==> config.mk <==
export PLATFORM = sky130hd
export DESIGN_NAME = div_unit_flat
export DESIGN_NICKNAME = d
export VERILOG_FILES = /design/src/rtl/div_if.sv /design/src/rtl/div_unit.sv /design/src/flat_wrapper.sv
export SDC_FILE = /design/constraint.sdc
export NUM_CORES = 1
export LEC_CHECK = 0
export CORE_MARGIN = 1.5
export CORE_UTILIZATION = 37
export DETAILED_ROUTE_END_ITERATION = 6
export HOLD_SLACK_MARGIN = 0.1
export PLACE_DENSITY = 0.55
export SLEW_MARGIN = 15
export SYNTH_ARGS = -nofsm -noshare
export SYNTH_HDL_FRONTEND = slang
export SYNTH_SLANG_ARGS = --single-unit
export TNS_END_PERCENT = 5
==> constraint.sdc <==
create_clock -name clk -period 12.13 [get_ports clk]
set_input_delay 2.426 -clock clk [delete_from_list [all_inputs] [get_ports clk]]
set_output_delay 2.426 -clock clk [all_outputs]
set_load 0.005 [all_outputs]
==> src/rtl/div_if.sv <==
// Request/response bundle between the execute-stage controller and the
// iterative divide unit.
interface div_if #(
  parameter int XLEN = 32
);
  logic            start;
  logic [1:0]      op;
  logic [XLEN-1:0] rs1;
  logic [XLEN-1:0] rs2;
  logic            busy;
  logic            done;
  logic [XLEN-1:0] result;

  modport master (
    output start, op, rs1, rs2,
    input  busy, done, result
  );

  modport slave (
    input  start, op, rs1, rs2,
    output busy, done, result
  );
endinterface

==> src/rtl/div_unit.sv <==
// Iterative RV32M DIV/DIVU/REM/REMU unit: restoring division on magnitudes,
// one quotient bit per cycle, sign fix-up applied when the last bit lands.
module div_unit #(
  parameter int XLEN = 32
) (
  input logic  clk,
  input logic  rst,
  div_if.slave bus
);

  localparam int CW = $clog2(XLEN);
  localparam logic [XLEN-1:0] MIN_NEG = {1'b1, {(XLEN-1){1'b0}}};

  typedef enum logic [1:0] {IDLE, CALC, DONE} state_t;

  state_t          state, state_nx;
  logic [XLEN-1:0] q, q_nx;
  logic [XLEN-1:0] d, d_nx;
  logic [XLEN:0]   r, r_nx;
  logic [CW-1:0]   cnt, cnt_nx;
  logic [1:0]      op_q, op_nx;
  logic            neg_a, neg_a_nx;
  logic            neg_b, neg_b_nx;
  logic [XLEN-1:0] result, result_nx;

  logic [XLEN:0]   shifted, trial, r_step;
  logic [XLEN-1:0] q_step, quot_fix, rem_fix;
  logic            sgn_op, a_neg, b_neg, div_zero, overflow;
  logic [XLEN-1:0] abs_a, abs_b;

  // One restoring step plus the sign-corrected views of its outcome.
  always_comb begin
    shifted = (r << 1) | {{XLEN{1'b0}}, q[XLEN-1]};
    trial   = shifted - {1'b0, d};
    if (!trial[XLEN]) begin
      r_step = trial;
      q_step = {q[XLEN-2:0], 1'b1};
    end else begin
      r_step = shifted;
      q_step = {q[XLEN-2:0], 1'b0};
    end
    quot_fix = (neg_a ^ neg_b) ? -q_step : q_step;
    rem_fix  = neg_a ? -r_step[XLEN-1:0] : r_step[XLEN-1:0];
  end

  // Operand decode at acceptance; op[0] marks the unsigned variants.
  always_comb begin
    sgn_op   = ~bus.op[0];
    a_neg    = sgn_op & bus.rs1[XLEN-1];
    b_neg    = sgn_op & bus.rs2[XLEN-1];
    abs_a    = a_neg ? -bus.rs1 : bus.rs1;
    abs_b    = b_neg ? -bus.rs2 : bus.rs2;
    div_zero = (bus.rs2 == '0);
    overflow = sgn_op && (bus.rs1 == MIN_NEG) && (bus.rs2 == '1);
  end

  always_comb begin
    state_nx  = state;
    q_nx      = q;
    d_nx      = d;
    r_nx      = r;
    cnt_nx    = cnt;
    op_nx     = op_q;
    neg_a_nx  = neg_a;
    neg_b_nx  = neg_b;
    result_nx = result;
    case (state)
      IDLE: begin
        if (bus.start) begin
          op_nx    = bus.op;
          neg_a_nx = a_neg;
          neg_b_nx = b_neg;
          q_nx     = abs_a;
          d_nx     = abs_b;
          r_nx     = '0;
          cnt_nx   = CW'(XLEN - 1);
          // Architecturally defined corner cases skip the iteration entirely.
          if (div_zero) begin
            result_nx = bus.op[1] ? bus.rs1 : '1;
            state_nx  = DONE;
          end else if (overflow) begin
            result_nx = bus.op[1] ? '0 : MIN_NEG;
            state_nx  = DONE;
          end else begin
            state_nx = CALC;
          end
        end
      end
      CALC: begin
        q_nx   = q_step;
        r_nx   = r_step;
        cnt_nx = cnt - CW'(1);
        if (cnt == '0) begin
          result_nx = op_q[1] ? rem_fix : quot_fix;
          state_nx  = DONE;
        end
      end
      DONE:    state_nx = IDLE;
      default: state_nx = IDLE;
    endcase
  end

  always_ff @(posedge clk) begin
    if (rst) begin
      state  <= IDLE;
      q      <= '0;
      d      <= '0;
      r      <= '0;
      cnt    <= '0;
      op_q   <= '0;
      neg_a  <= 1'b0;
      neg_b  <= 1'b0;
      result <= '0;
    end else begin
      state  <= state_nx;
      q      <= q_nx;
      d      <= d_nx;
      r      <= r_nx;
      cnt    <= cnt_nx;
      op_q   <= op_nx;
      neg_a  <= neg_a_nx;
      neg_b  <= neg_b_nx;
      result <= result_nx;
    end
  end

  assign bus.busy   = (state != IDLE);
  assign bus.done   = (state == DONE);
  assign bus.result = result;

endmodule

==> src/flat_wrapper.sv <==
// flat-port wrapper written by rule: the top's interface ports become plain ports
module div_unit_flat 
#(
  parameter int XLEN = 32
)
  (clk, rst, bus_start, bus_op, bus_rs1, bus_rs2, bus_busy, bus_done, bus_result);
  div_if #(.XLEN(XLEN)) bus_i ();
  input logic clk;
  input logic rst;
  input wire logic [$bits(bus_i.start)-1:0] bus_start;
  input wire logic [$bits(bus_i.op)-1:0] bus_op;
  input wire logic [$bits(bus_i.rs1)-1:0] bus_rs1;
  input wire logic [$bits(bus_i.rs2)-1:0] bus_rs2;
  output wire logic [$bits(bus_i.busy)-1:0] bus_busy;
  output wire logic [$bits(bus_i.done)-1:0] bus_done;
  output wire logic [$bits(bus_i.result)-1:0] bus_result;
  assign bus_i.start = bus_start;
  assign bus_i.op = bus_op;
  assign bus_i.rs1 = bus_rs1;
  assign bus_i.rs2 = bus_rs2;
  assign bus_busy = bus_i.busy;
  assign bus_done = bus_i.done;
  assign bus_result = bus_i.result;
  div_unit #(.XLEN(XLEN)) u_core (.clk(clk), .rst(rst), .bus(bus_i));
endmodule
### Word level (Yosys, flattened, before mapping)

Index checks and enable logic that the tools add are counted.

| cells by class | value |
|---|---|
| add/subtract/negate cells | 6 |
| equality and inequality tests | 7 |
| muxes and demuxes | 25 |
| bitwise operators | 5 |
| reductions and logical operators | 11 |

Operators by type and width:

| kind | count |
|---|---|
| $mux 32 | 14 |
| $pmux 32 s2 | 3 |
| $neg 32->32 | 4 |
| $eq 32x32->1 const B | 2 |
| $or 33x1->33 | 1 |
| $sub 33x32->33 | 1 |
| $logic_not 32->1 | 1 |
| $pmux 5 s2 | 1 |
| $mux 2 | 4 |
| $reduce_and 2->1 | 3 |
| $logic_not 5->1 | 1 |
| $mux 5 | 1 |
| $sub 5x1->5 const B | 1 |
| $pmux 2 s2 | 1 |
| $reduce_and 4->1 | 1 |
| $reduce_bool 2->1 | 2 |
| $ne 3x1->1 const B | 1 |
| $and 1x1->1 | 2 |
| $eq 2x1->1 const B | 1 |
| $eq 2x2->1 const B | 1 |
| $logic_and 1x1->1 | 2 |
| $logic_not 2->1 | 1 |
| $ne 2x1->1 const B | 1 |
| $ne 2x2->1 const B | 1 |
| 3 further kinds | 3 |

| word-level totals | value |
|---|---|
| bits in registers | 139 |
| output and inout bits | 34 |
| logic and storage cells | 63 |

### Depth between registers and ports, before layout

Gate-level depths: netlist of run 1.

| depth | value |
|---|---|
| word-level depth | 8 |
| gate-level depth with buffers | 25 |
| gate-level depth less buffers | 22 |

### Least setup slack after synthesis of run 1

Ideal clock, no wire load.

| path | value |
|---|---|
| kind | register -> register |
| from | register u_core.q[31] |
| to | register u_core.result[22] (netlist: u_core.bus.result[22]) |
| setup time | 91 ps |
| arrival | 5,176 ps |
| data required time | 12,039 ps |
| slack | 6,863 ps |
| stages on the path, launching flop included | 26 |
| period minus slack after synthesis | 5,267 ps |
| cell sequence | dfxtp_1 > inv_1 > ha_1 > fa_1 > nand2b_2 > a21oi_4 > o211ai_4 > a211oi_4 > o211ai_1 > o211ai_4 > buf_2 > buf_4 > buf_4 > buf_2 > nor2_1 > a21oi_1 > ha_1 > nand2_1 > or4_1 > nor3_1 > mux2_2 > o21ai_1 > o41ai_1 > xnor2_1 > o21ai_1 > a311oi_1 |

| between the ends | value |
|---|---|
| word-level cells in the longest chain between the ends | 8 |
| elaborated cells between the ends (all ways) | 11 |

RTL lines:

| item | line | RTL |
|---|---|---|
| start: declaration | div_unit.sv:17 | `logic [XLEN-1:0] q, q_nx;` |
| start signal: assignment | div_unit.sv:116 | `q <= q_nx;` |
| $or 33x1->33 * | div_unit.sv:33 | `shifted = (r << 1) \| {{XLEN{1'b0}}, q[XLEN-1]};` |
| $sub 33x32->33 | div_unit.sv:34 | `trial = shifted - {1'b0, d};` |
| $mux 1 or $mux 32 (tied branches) | div_unit.sv:35 | `if (!trial[XLEN]) begin` |
| $neg 32->32 (on tied branches) | div_unit.sv:42, div_unit.sv:43 |  |
| $mux 32 (on tied branches) | div_unit.sv:42, div_unit.sv:43 |  |
| $mux 32 * | div_unit.sv:94 | `result_nx = op_q[1] ? rem_fix : quot_fix;` |
| $mux 32 * | div_unit.sv:93 | `if (cnt == '0) begin` |
| $pmux 32 s2 * | div_unit.sv:67 | `case (state)` |
| end signal: assignment | div_unit.sv:123 | `result <= result_nx;` |
| end: declaration | div_unit.sv:24 | `logic [XLEN-1:0] result, result_nx;` |

Mark *: on every way between the ends. The rest lies on a longest branch, timed or not. The select of a mux whose other input is x is not followed.
A chain may end at the register's enable or synchronous reset.

### Worst setup path after layout of run 1

| path | value |
|---|---|
| from | input bus_rs1[20] |
| to | register u_core.result[31] (netlist: u_core.bus.result[31]) |

| between the ends | value |
|---|---|
| word-level cells in the longest chain between the ends | 5 |

RTL lines:

| item | line | RTL |
|---|---|---|
| start: declaration | flat_wrapper.sv:12 | `input wire logic [$bits(bus_i.rs1)-1:0] bus_rs1;` |
| $eq 32x32->1 | div_unit.sv:54 | `overflow = sgn_op && (bus.rs1 == MIN_NEG) && (bus.rs2 == '1);` |
| $logic_and 1x1->1 (2 in series) | div_unit.sv:54 |  |
| $ne 3x1->1 (no source line) | - |  |
| $reduce_and 4->1 (no source line) | - |  |

Every way passes these cells.

==> metrics.md, run 1 <==
| Metric | Value |
|---|---|
| Synth Cell Area | 0.0115 mm2 |
| Total Die Area | 0.0321 mm2 |
| Worst path top cell family by delay | simple AND/OR/NAND/NOR gates |
| Ys flop type | dfxtp_1 |
| Worst-Margin Slew | 1.10 ns |
| Ant. Diodes | 0 |
| Ys async rst share | 0 |
| Per-cell routed wire length | 19.6 um |
| Max incr delay on CP | 0.80 ns |
| CTS tree | yes |
| Hold Slack | 0.473 ns |
| Share of layout cells above drive strength 1 | 0.0552 |
| Clk root buf | clkbuf_16 |
| Nets | 1725 |
| Critical Path AT | 6.67 ns |
| Worst-Skew Late Latency | 0.44 ns |
| Total track usage | 0.247 |
| Remaining DRCs | 0 |
| Core area | 0.0305 mm2 |
| YS warnings | 0 |
| Clock Skews | 0.0137 ns |
| Final setup TNS | 0 ns |
| Unrepaired setup endpoints after global routing | no |
| Fin crit share | 0.523 |
| Worst-path maximum fanout | 30 |
| H-tree levels | 4 |
| Nature of the critical path startpoint | primary input |
| Vias in the first global route | 10700 |
| Leak pwr | 0.00493 uW |
| Cells after DPL | 1993 |
| Buffers and inverters on the worst path | 1 |
| Maximum VDD drop | 0.110 mV |
| Cells after Synth | 1584 |
| Cell row count | 64 |
| Status | finished, final reports clean |
| Total vias in the final route | 11800 |
| Top cells by count, synth | nor2_1, a21oi_1, dfxtp_1 |
| PwrDens | 126 mW/mm2 |
| Layout filler cell count | 3186 |
| Port Buf Inserts | 102 |
| Number of synthesized register bits | 138 |
| Final Setup Violations | 0 |
| Area contributors post-synth | dfxtp_1, nor2_1, a21oi_1 |
| Largest net degree at the start of global routing | 98 |
| Sequential-to-total area share from yosys stat | 0.241 |
| CTS buffer count | 17 |
| Postcts setup bufs | 0 |
| Top-area cell type share of the netlist area | 0.241 |
| CTS hold repair buffers | 0 |
| Worst setup path class | in2reg |
| Clock tree buffer depth | 2 |
| Grt ovf | 0 |
| Post-synth EDFFs | 0 |
| Netlist cell types | 87 |
| Gp weighted congestion | 0.904 |
| Avg Cell Area, Syn | 7.24 um2 |
| CTS clk-pin slew, worst paths | 0.07 ns |
| Minimum clock period | 6.34 ns |
| Crit-path cells | clkdlybuf4s50_1 > nor3_1 > nand2b_1 > nor4_1 > nand2b_1 > nor4_1 > and3_1 > nor3_1 > or3_1 > or4_1 > mux2i_1 > nor2_1 |
| Die Ht | 179 um |
| Slew headroom | 0.265 |
| Peak Freq | 158 MHz |
| Final core occ | 0.437 |
| Die X-Extent | 179 um |
| CP Capture Type | register |
| Most common cell in the synthesized netlist | nor2_1 |
| Yosys top cell by area | dfxtp_1 |
| Iter 0 DRT Violations | 934 |
| Critical path's slowest cell | nor4_1 |
| # resized after CTS | 0 |
| Syn_nets | 1693 |
| Detail Placement HPWL | 29.5 mm |
| IO Count | 103 |
| Synth-to-layout area growth | 16.3% |
| Initial antenna violation count | 0 |
| First-pass GRT wire length | 60.9 mm |
| Hold crit path type | reg2reg |
| Fin cells | 2025 |
| Fin. max-slew vios | 0 |
| DR pass1 iterations | 5 |
| Total Wirelength | 39.6 mm |
| Worst EP required | 12.45 ns |
| Antenna viol nets, final | 0 |
| Max-cap viol count | 0 |
| Final Hold Vio Count | 0 |
| # clock sinks | 138 |
| Vias/cell | 5.85 |
| Starting Density | 0.376 |
## sequential cells by signal (all words and copies together) (netlist names)
name and cells:
u_core.bus.result 32, u_core.cnt 5, u_core.op_q 1, u_core.q 32, u_core.neg_a 1, u_core.neg_b 1
u_core.r 32, u_core.state 2, u_core.d 32
## layout by cell type (no fill, tap or decap), types with 13 or more instances in the layout
| cell | count |
|---|---|
| xnor2_1 | 81 |
| and3_1 | 15 |
| o21ai_1 | 13 |
| dfxtp_1 | 138 |
| or3_1 | 17 |
| inv_1 | 82 |
| nand4_1 | 14 |
| a311oi_1 | 17 |
| clkbuf_16 | 17 |
| mux2_2 | 14 |
| clkdlybuf4s50_1 | 101 |
| a22oi_1 | 20 |
| nor3_1 | 49 |
| o31ai_1 | 20 |
| mux2i_1 | 23 |
| nor2_1 | 212 |
| a211oi_1 | 31 |
| nand2_1 | 126 |
| a221oi_1 | 31 |
| xor2_1 | 45 |
| o21ai_0 | 90 |
| a21oi_1 | 148 |
| o211ai_1 | 18 |
| buf_4 | 16 |
| nand3_1 | 21 |
| nor4_1 | 25 |
| ha_1 | 39 |
| a31oi_1 | 17 |
## stage by stage
stage	power [uW]	setup WS, ns	instance area (um2)
3_5_place_dp	1110	5.42	12700
5_1_grt	1770	5.48	13300
6_report	1680	5.79	13300
2_1_floorplan	923	6.86	11500
4_1_cts	1690	5.88	13300
3_3_place_gp	1100	5.46	12700
## cells by family (layout without fill, tap and decap cells)
family                     Yosys count  after routing  synth area share
adders and majority gates           40             40            0.0443
xor gates and xnor gates           127            127            0.0970
DFF                                138            138             0.241
buffers and inverters              188            233            0.0647
muxes                               37             37            0.0338
and+or+nand+nor                    557            557             0.231
AOI/OAI and AO/OA                  497            497             0.288
## final timing paths
kind	startpoint	end	slack, ns	cells after the start
max	bus_rs1[20]	u_core.bus.result[31]	5.79	12
min	u_core.d[0]	u_core.d[0]	0.47	2
max reg2reg	u_core.q[31]	u_core.bus.result[22]	6.21	22
min reg2reg	u_core.d[0]	u_core.d[0]	0.47	2
## where the power goes
group	switching (uW)	internal [uW]	leakage, uW
Combinational	355	219	0.00350
Clock	216	361	0.000299
Sequential	36.6	495	0.00113
## final cells by class
cell class | instances | area [um2] | share of cell area
Sequential cell | 138 | 2760 | 0.207
Clock buffer | 22 | 474 | 0.0355
Clock inverter | 10 | 164 | 0.0123
Inverter | 84 | 315 | 0.0236
Multi-Input combinational cell | 1258 | 8000 | 0.600
Timing Repair Buffer | 117 | 1130 | 0.0848
Tap cell | 396 | 495 | 0.0371
## layer usage
metal  up-vias  part of all wire  track usage
li1       5830                 -            -
met1      5620              0.50        0.358
met2       356              0.44        0.383
met3        40             0.044       0.0274
met4         0             0.019       0.0681
met5         -                 0            0
## worst min-delay path, delay by kind of cell (launching register included)
family	cells	cell delay (ns)
flip-flops	1	0.32
AND/OR/NAND/NOR	1	0.05
AO/OA/AOI/OAI	1	0.05
No activity file was read; power rests on OpenSTA's default activity.
==> inputs of run 2 (changes only) <==
--- a/config.mk
+++ b/config.mk
@@ -9,7 +9,7 @@
 export CORE_UTILIZATION = 37
 export DETAILED_ROUTE_END_ITERATION = 6
 export HOLD_SLACK_MARGIN = 0.1
-export PLACE_DENSITY = 0.55
+export PLACE_DENSITY = 0.57
 export SLEW_MARGIN = 15
 export SYNTH_ARGS = -nofsm -noshare
 export SYNTH_HDL_FRONTEND = slang
==> constraint.sdc (replaced) <==
create_clock -name clk -period 5.7 [get_ports clk]
set_input_delay 1.14 -clock clk [delete_from_list [all_inputs] [get_ports clk]]
set_output_delay 1.14 -clock clk [all_outputs]
set_load 0.005 [all_outputs]
==> run 2 against run 1 <==
Compared with the run above:
- global-route usage barely moved
- highest routed layer unchanged
- core utilization rose by 0.25 points
- die area did not move
- largest cell class unchanged
- sequential share of layout area fell by 0.12 points
- largest power group is now combinational cells
- flip-flop and latch count did not move
==> metrics.md, run 2 (synthesized netlist as in run 1, its figures left out) <==
| Metric | Value |
|---|---|
| Status | finished, final reports clean |
| Share of layout cells above drive strength 1 | 0.0622 |
| CP Capture Type | register |
| Clock tree buffer depth | 2 |
| Area of the multi-input gates | 0.00800 mm2 |
| Clk root buf | clkbuf_16 |
| Gp weighted congestion | 0.910 |
| Starting Density | 0.376 |
| Setup slack, reg-to-reg | 0.49 ns |
| CTS clk-pin slew, worst paths | 0.06 ns |
| Total Wirelength | 39.5 mm |
| CTS buffer count | 17 |
| Peak Freq | 192 MHz |
| Fin crit share | 0.913 |
| Final Setup Violations | 0 |
| Per-cell routed wire length | 19.4 um |
| Min-delay src | u_core.d[0] |
| Iter 0 DRT Violations | 996 |
| Ant. Diodes | 0 |
| Fin cells | 2036 |
| Nets | 1736 |
| Fin. max-slew vios | 0 |
| Total track usage | 0.247 |
| Worst EP required | 6.04 ns |
| IO Count | 103 |
| Hold Path End | u_core.d[0] |
| Vias/cell | 5.92 |
| Unrepaired setup endpoints after global routing | no |
| Leak pwr | 0.00499 uW |
| Port Buf Inserts | 102 |
| FF/Latch Area | 0.00276 mm2 |
| Die X-Extent | 179 um |
| Vias in the first global route | 11000 |
| CTS tree | yes |
| Worst setup path class | reg2reg |
| Hold path cells | 2 |
| Maximum VDD drop | 0.194 mV |
| Synth-to-layout area growth | 17.0% |
| Worst-Margin Slew | 1.14 ns |
| Most frequent cells in the layout | nor2_1, a21oi_1, dfxtp_1 |
| Hold crit path type | reg2reg |
| Remaining DRCs | 0 |
| Grt ovf | 0 |
| Worst r2r path cells | 21 |
| Clock Skews | 0.0163 ns |
| Core area | 0.0305 mm2 |
| Worst-path maximum fanout | 13 |
| Slew headroom | 0.241 |
| R2r startpoint | u_core.q[31] |
| First-pass GRT wire length | 61.1 mm |
| Total power | 3580 uW |
| Critical R2R Capture | u_core.bus.result[22] |
| H-tree levels | 4 |
| Detail Placement HPWL | 29.8 mm |
| Cells after DPL | 2004 |
| Antenna viol nets, final | 0 |
| Worst-Skew Late Latency | 0.45 ns |
| Commonest non-fill, non-tap cell in the layout | nor2_1 |
| Total vias in the final route | 12100 |
| Die Ht | 179 um |
| Nature of the critical path startpoint | register |
| Final Hold Vio Count | 0 |
| PwrDens | 267 mW/mm2 |
| Max-cap viol count | 0 |
| DR pass1 iterations | 5 |
| Cell row count | 64 |
| # resized after CTS | 0 |
| PnR worst setup slack | 0.493 ns |
| CTS hold repair buffers | 0 |
| Largest net degree at the start of global routing | 97 |
| Critical Path AT | 5.55 ns |
| Postcts setup bufs | 0 |
| # clock sinks | 138 |
| Final setup TNS | 0 ns |
| Minimum clock period | 5.21 ns |
| Place WS | 0.560 ns |
| Layout filler cell count | 3113 |
| Total Die Area | 0.0321 mm2 |
| Initial antenna violation count | 1 |
run 2: cell types whose count changed in the layout (fill, tap and decap cells not counted), sizes merged:
cell      previous run  this run
buf                 16        27
clkinvlp             4         1
clkinv               3         8
inv                 83        82
clkbuf              22        21
run 2: worst max-delay path, cell delays in order, from the launching register on:
cell      delay (ns)
dfxtp_1         0.37
inv_1           0.06
ha_1            0.21
fa_1            0.40
nand2b_2        0.23
a21oi_4         0.21
o211ai_4        0.14
a211oi_4        0.34
o211ai_1        0.18
o211ai_4        0.25
o21ai_0         0.25
inv_1           0.10
ha_1            0.20
nand2_1         0.05
or4_1           0.48
nor3_1          0.27
mux2_2          0.27
o21ai_1         0.14
o41ai_1         0.41
xnor2_1         0.16
o21ai_1         0.07
a311oi_1        0.29
run 2: power breakdown:
| part | switching, uW | internal [uW] | leakage, uW |
|---|---|---|---|
| logic | 755 | 476 | 0.00356 |
| registers | 74.8 | 1050 | 0.00113 |
| clock network | 466 | 755 | 0.000307 |
run 2: layout make-up:
cell class / instances / share of cell area
clock buffers: 21 / 0.0343
clock inverters: 11 / 0.0126
inverters: 84 / 0.0235
multi-input cells: 1258 / 0.596
flip-flops and latches: 138 / 0.206
well taps: 396 / 0.0369
repair buffers: 128 / 0.0905
run 2: worst max path at each step:
| stage | cells after the start | startpoint | to |
|---|---|---|---|
| global placement | 21 | u_core.q[31] | u_core.bus.result[22] |
| CTS | 22 | u_core.q[31] | u_core.bus.result[22] |
| floorplan | 25 | u_core.q[31] | u_core.bus.result[22] |
| detailed placement | 22 | u_core.q[31] | u_core.bus.result[22] |
| global route | 21 | u_core.q[31] | u_core.bus.result[22] |
| finish | 21 | u_core.q[31] | u_core.bus.result[22] |
run 2: through the flow:
step	util	cell area, um2	hold WS [ns]
2_1_floorplan	-	11500	0.432
3_3_place_gp	0.419	12800	0.442
3_5_place_dp	0.419	12800	0.455
4_1_cts	0.440	13400	0.466
5_1_grt	0.440	13400	0.492
6_report	0.440	13400	0.467
run 2: per-layer routing:
metal,vias up,GRT usage,share of wire
met5,-,0,0
met4,0,0.0816,0.025
met3,67,0.0354,0.057
met2,402,0.388,0.45
met1,5744,0.345,0.47
li1,5849,-,-
==> inputs of run 3 (changes only) <==
--- a/config.mk
+++ b/config.mk
@@ -9,7 +9,8 @@
 export CORE_UTILIZATION = 37
 export DETAILED_ROUTE_END_ITERATION = 6
 export HOLD_SLACK_MARGIN = 0.1
-export PLACE_DENSITY = 0.57
+export PLACE_DENSITY = 0.55
+export SKIP_CTS_REPAIR_TIMING = 1
 export SLEW_MARGIN = 15
 export SYNTH_ARGS = -nofsm -noshare
 export SYNTH_HDL_FRONTEND = slang
==> constraint.sdc (replaced) <==
create_clock -name clk -period 4.85 [get_ports clk]
set_input_delay 0.97 -clock clk [delete_from_list [all_inputs] [get_ports clk]]
set_output_delay 0.97 -clock clk [all_outputs]
set_load 0.005 [all_outputs]
==> run 3 against run 2 <==
Compared with the run above:
- global-route usage grew 0.38 points
- via count grew 0.20%
- critical path depth grew 1
- largest power group unchanged
==> metrics.md, run 3 (synthesized netlist as in run 1, its figures left out) <==
| Metric | Value |
|---|---|
| Status | finished, final reports clean |
| Crit-path cells | inv_1 > ha_1 > fa_2 > nand2b_4 > a21oi_4 > o211ai_4 > a211oi_4 > o21a_1 > o211ai_4 > nand2_1 > o21ai_2 > inv_1 > ha_2 > nand2_1 > or4_4 > nor3_4 > mux2_4 > o21ai_2 > o41ai_2 > xnor2_1 > o21ai_1 > a311oi_1 |
| Ant. Diodes | 0 |
| Critical Path AT | 4.95 ns |
| Detail Placement HPWL | 30.4 mm |
| First-pass GRT wire length | 62.0 mm |
| Initial antenna violation count | 0 |
| Buffers and inverters on the worst path | 2 |
| Clock tree buffer depth | 2 |
| Total track usage | 0.251 |
| Max incr delay on CP | 0.46 ns |
| Max-cap viol count | 0 |
| Nets | 1759 |
| Starting Density | 0.376 |
| Worst setup path class | reg2reg |
| Worst-Skew Late Latency | 0.43 ns |
| Total power | 4270 uW |
| Gp weighted congestion | 0.904 |
| Share of layout cells above drive strength 1 | 0.0836 |
| Final setup TNS | 0 ns |
| Vias in the first global route | 11000 |
| Final Hold Vio Count | 0 |
| Per-cell routed wire length | 19.6 um |
| Clock Skews | 0.0193 ns |
| Iter 0 DRT Violations | 1177 |
| Leak pwr | 0.00513 uW |
| Total Wirelength | 40.4 mm |
| Unrepaired setup endpoints after global routing | no |
| Vias/cell | 5.87 |
| Commonest non-fill, non-tap cell in the layout | nor2_1 |
| Remaining DRCs | 0 |
| Fin crit share | 0.951 |
| Hold crit path type | reg2reg |
| Core area | 0.0305 mm2 |
| Worst-Margin Slew | 1.05 ns |
| Peak Freq | 217 MHz |
| Worst EP required | 5.19 ns |
| H-tree levels | 4 |
| IO Count | 103 |
| CP Capture Type | register |
| Nature of the critical path startpoint | register |
| CTS tree | yes |
| Worst path top cell family by delay | compound AO/OA/AOI/OAI gates |
| Fin. max-slew vios | 0 |
| Largest net degree at the start of global routing | 96 |
| Synth-to-layout area growth | 19.2% |
| Cell row count | 64 |
| Most frequent cells in the layout | nor2_1, a21oi_1, dfxtp_1 |
| Minimum clock period | 4.61 ns |
| Port Buf Inserts | 102 |
| DR pass1 iterations | 7 |
| Die Ht | 179 um |
| Clk root buf | clkbuf_16 |
| Total vias in the final route | 12100 |
| PwrDens | 312 mW/mm2 |
| Die X-Extent | 179 um |
| CTS buffer count | 17 |
| # clock sinks | 138 |
| Total Die Area | 0.0321 mm2 |
| Final Setup Violations | 0 |
| Grt ovf | 0 |
| CTS clk-pin slew, worst paths | 0.07 ns |
| Critical path's slowest cell | or4_4 |
| Slew headroom | 0.299 |
| Worst-path maximum fanout | 6 |
| Maximum VDD drop | 0.273 mV |
| Antenna viol nets, final | 0 |
==> run 3: where the power goes <==
group | internal [uW] | switching (uW) | total [uW]
Combinational | 585 | 909 | 1490
Sequential | 1240 | 88.1 | 1330
Clock | 900 | 552 | 1450
==> run 3: metrics by stage <==
step	utilization	setup slack (ns)	instances	hold WS (ns)	cell area (um2)
floorplan	-	0.0330	1584	0.432	11500
global placement	0.425	0.232	2024	0.445	13000
detailed placement	0.425	0.0922	2024	0.451	13000
CTS	0.446	0.0618	2055	0.462	13600
global route	0.448	0.0103	2058	0.479	13700
finish	0.448	0.238	2058	0.457	13700
==> run 3: layout make-up <==
| type | instances | area (um2) |
|---|---|---|
| fill | 3123 | 16800 |
| multi-input combinational | 1258 | 8070 |
| sequential | 138 | 2770 |
| timing repair buffer | 151 | 1390 |
| tap | 396 | 495 |
| clock buffer | 21 | 470 |
| inverter | 84 | 315 |
| clock inverter | 10 | 166 |
==> run 3: tightest hold or removal path, stage by stage, from the launching register on <==
cell and delay, ns:
dfxtp_1 0.31, nand2_1 0.05, a21oi_1 0.05
==> run 3: final timing paths <==
path | slack (ns) | cells past startpoint | to | start
min reg2reg | 0.46 | 2 | u_core.d[18] | u_core.d[18]
min | 0.46 | 2 | u_core.d[18] | u_core.d[18]
max | 0.24 | 22 | u_core.bus.result[22] | u_core.q[31]
max reg2reg | 0.24 | 22 | u_core.bus.result[22] | u_core.q[31]
==> run 3: layer usage <==
layer  global-route usage  part of all wire
met1                0.350              0.47
met2                0.399              0.45
met3               0.0356             0.055
met4               0.0747             0.021
met5                    0                 0
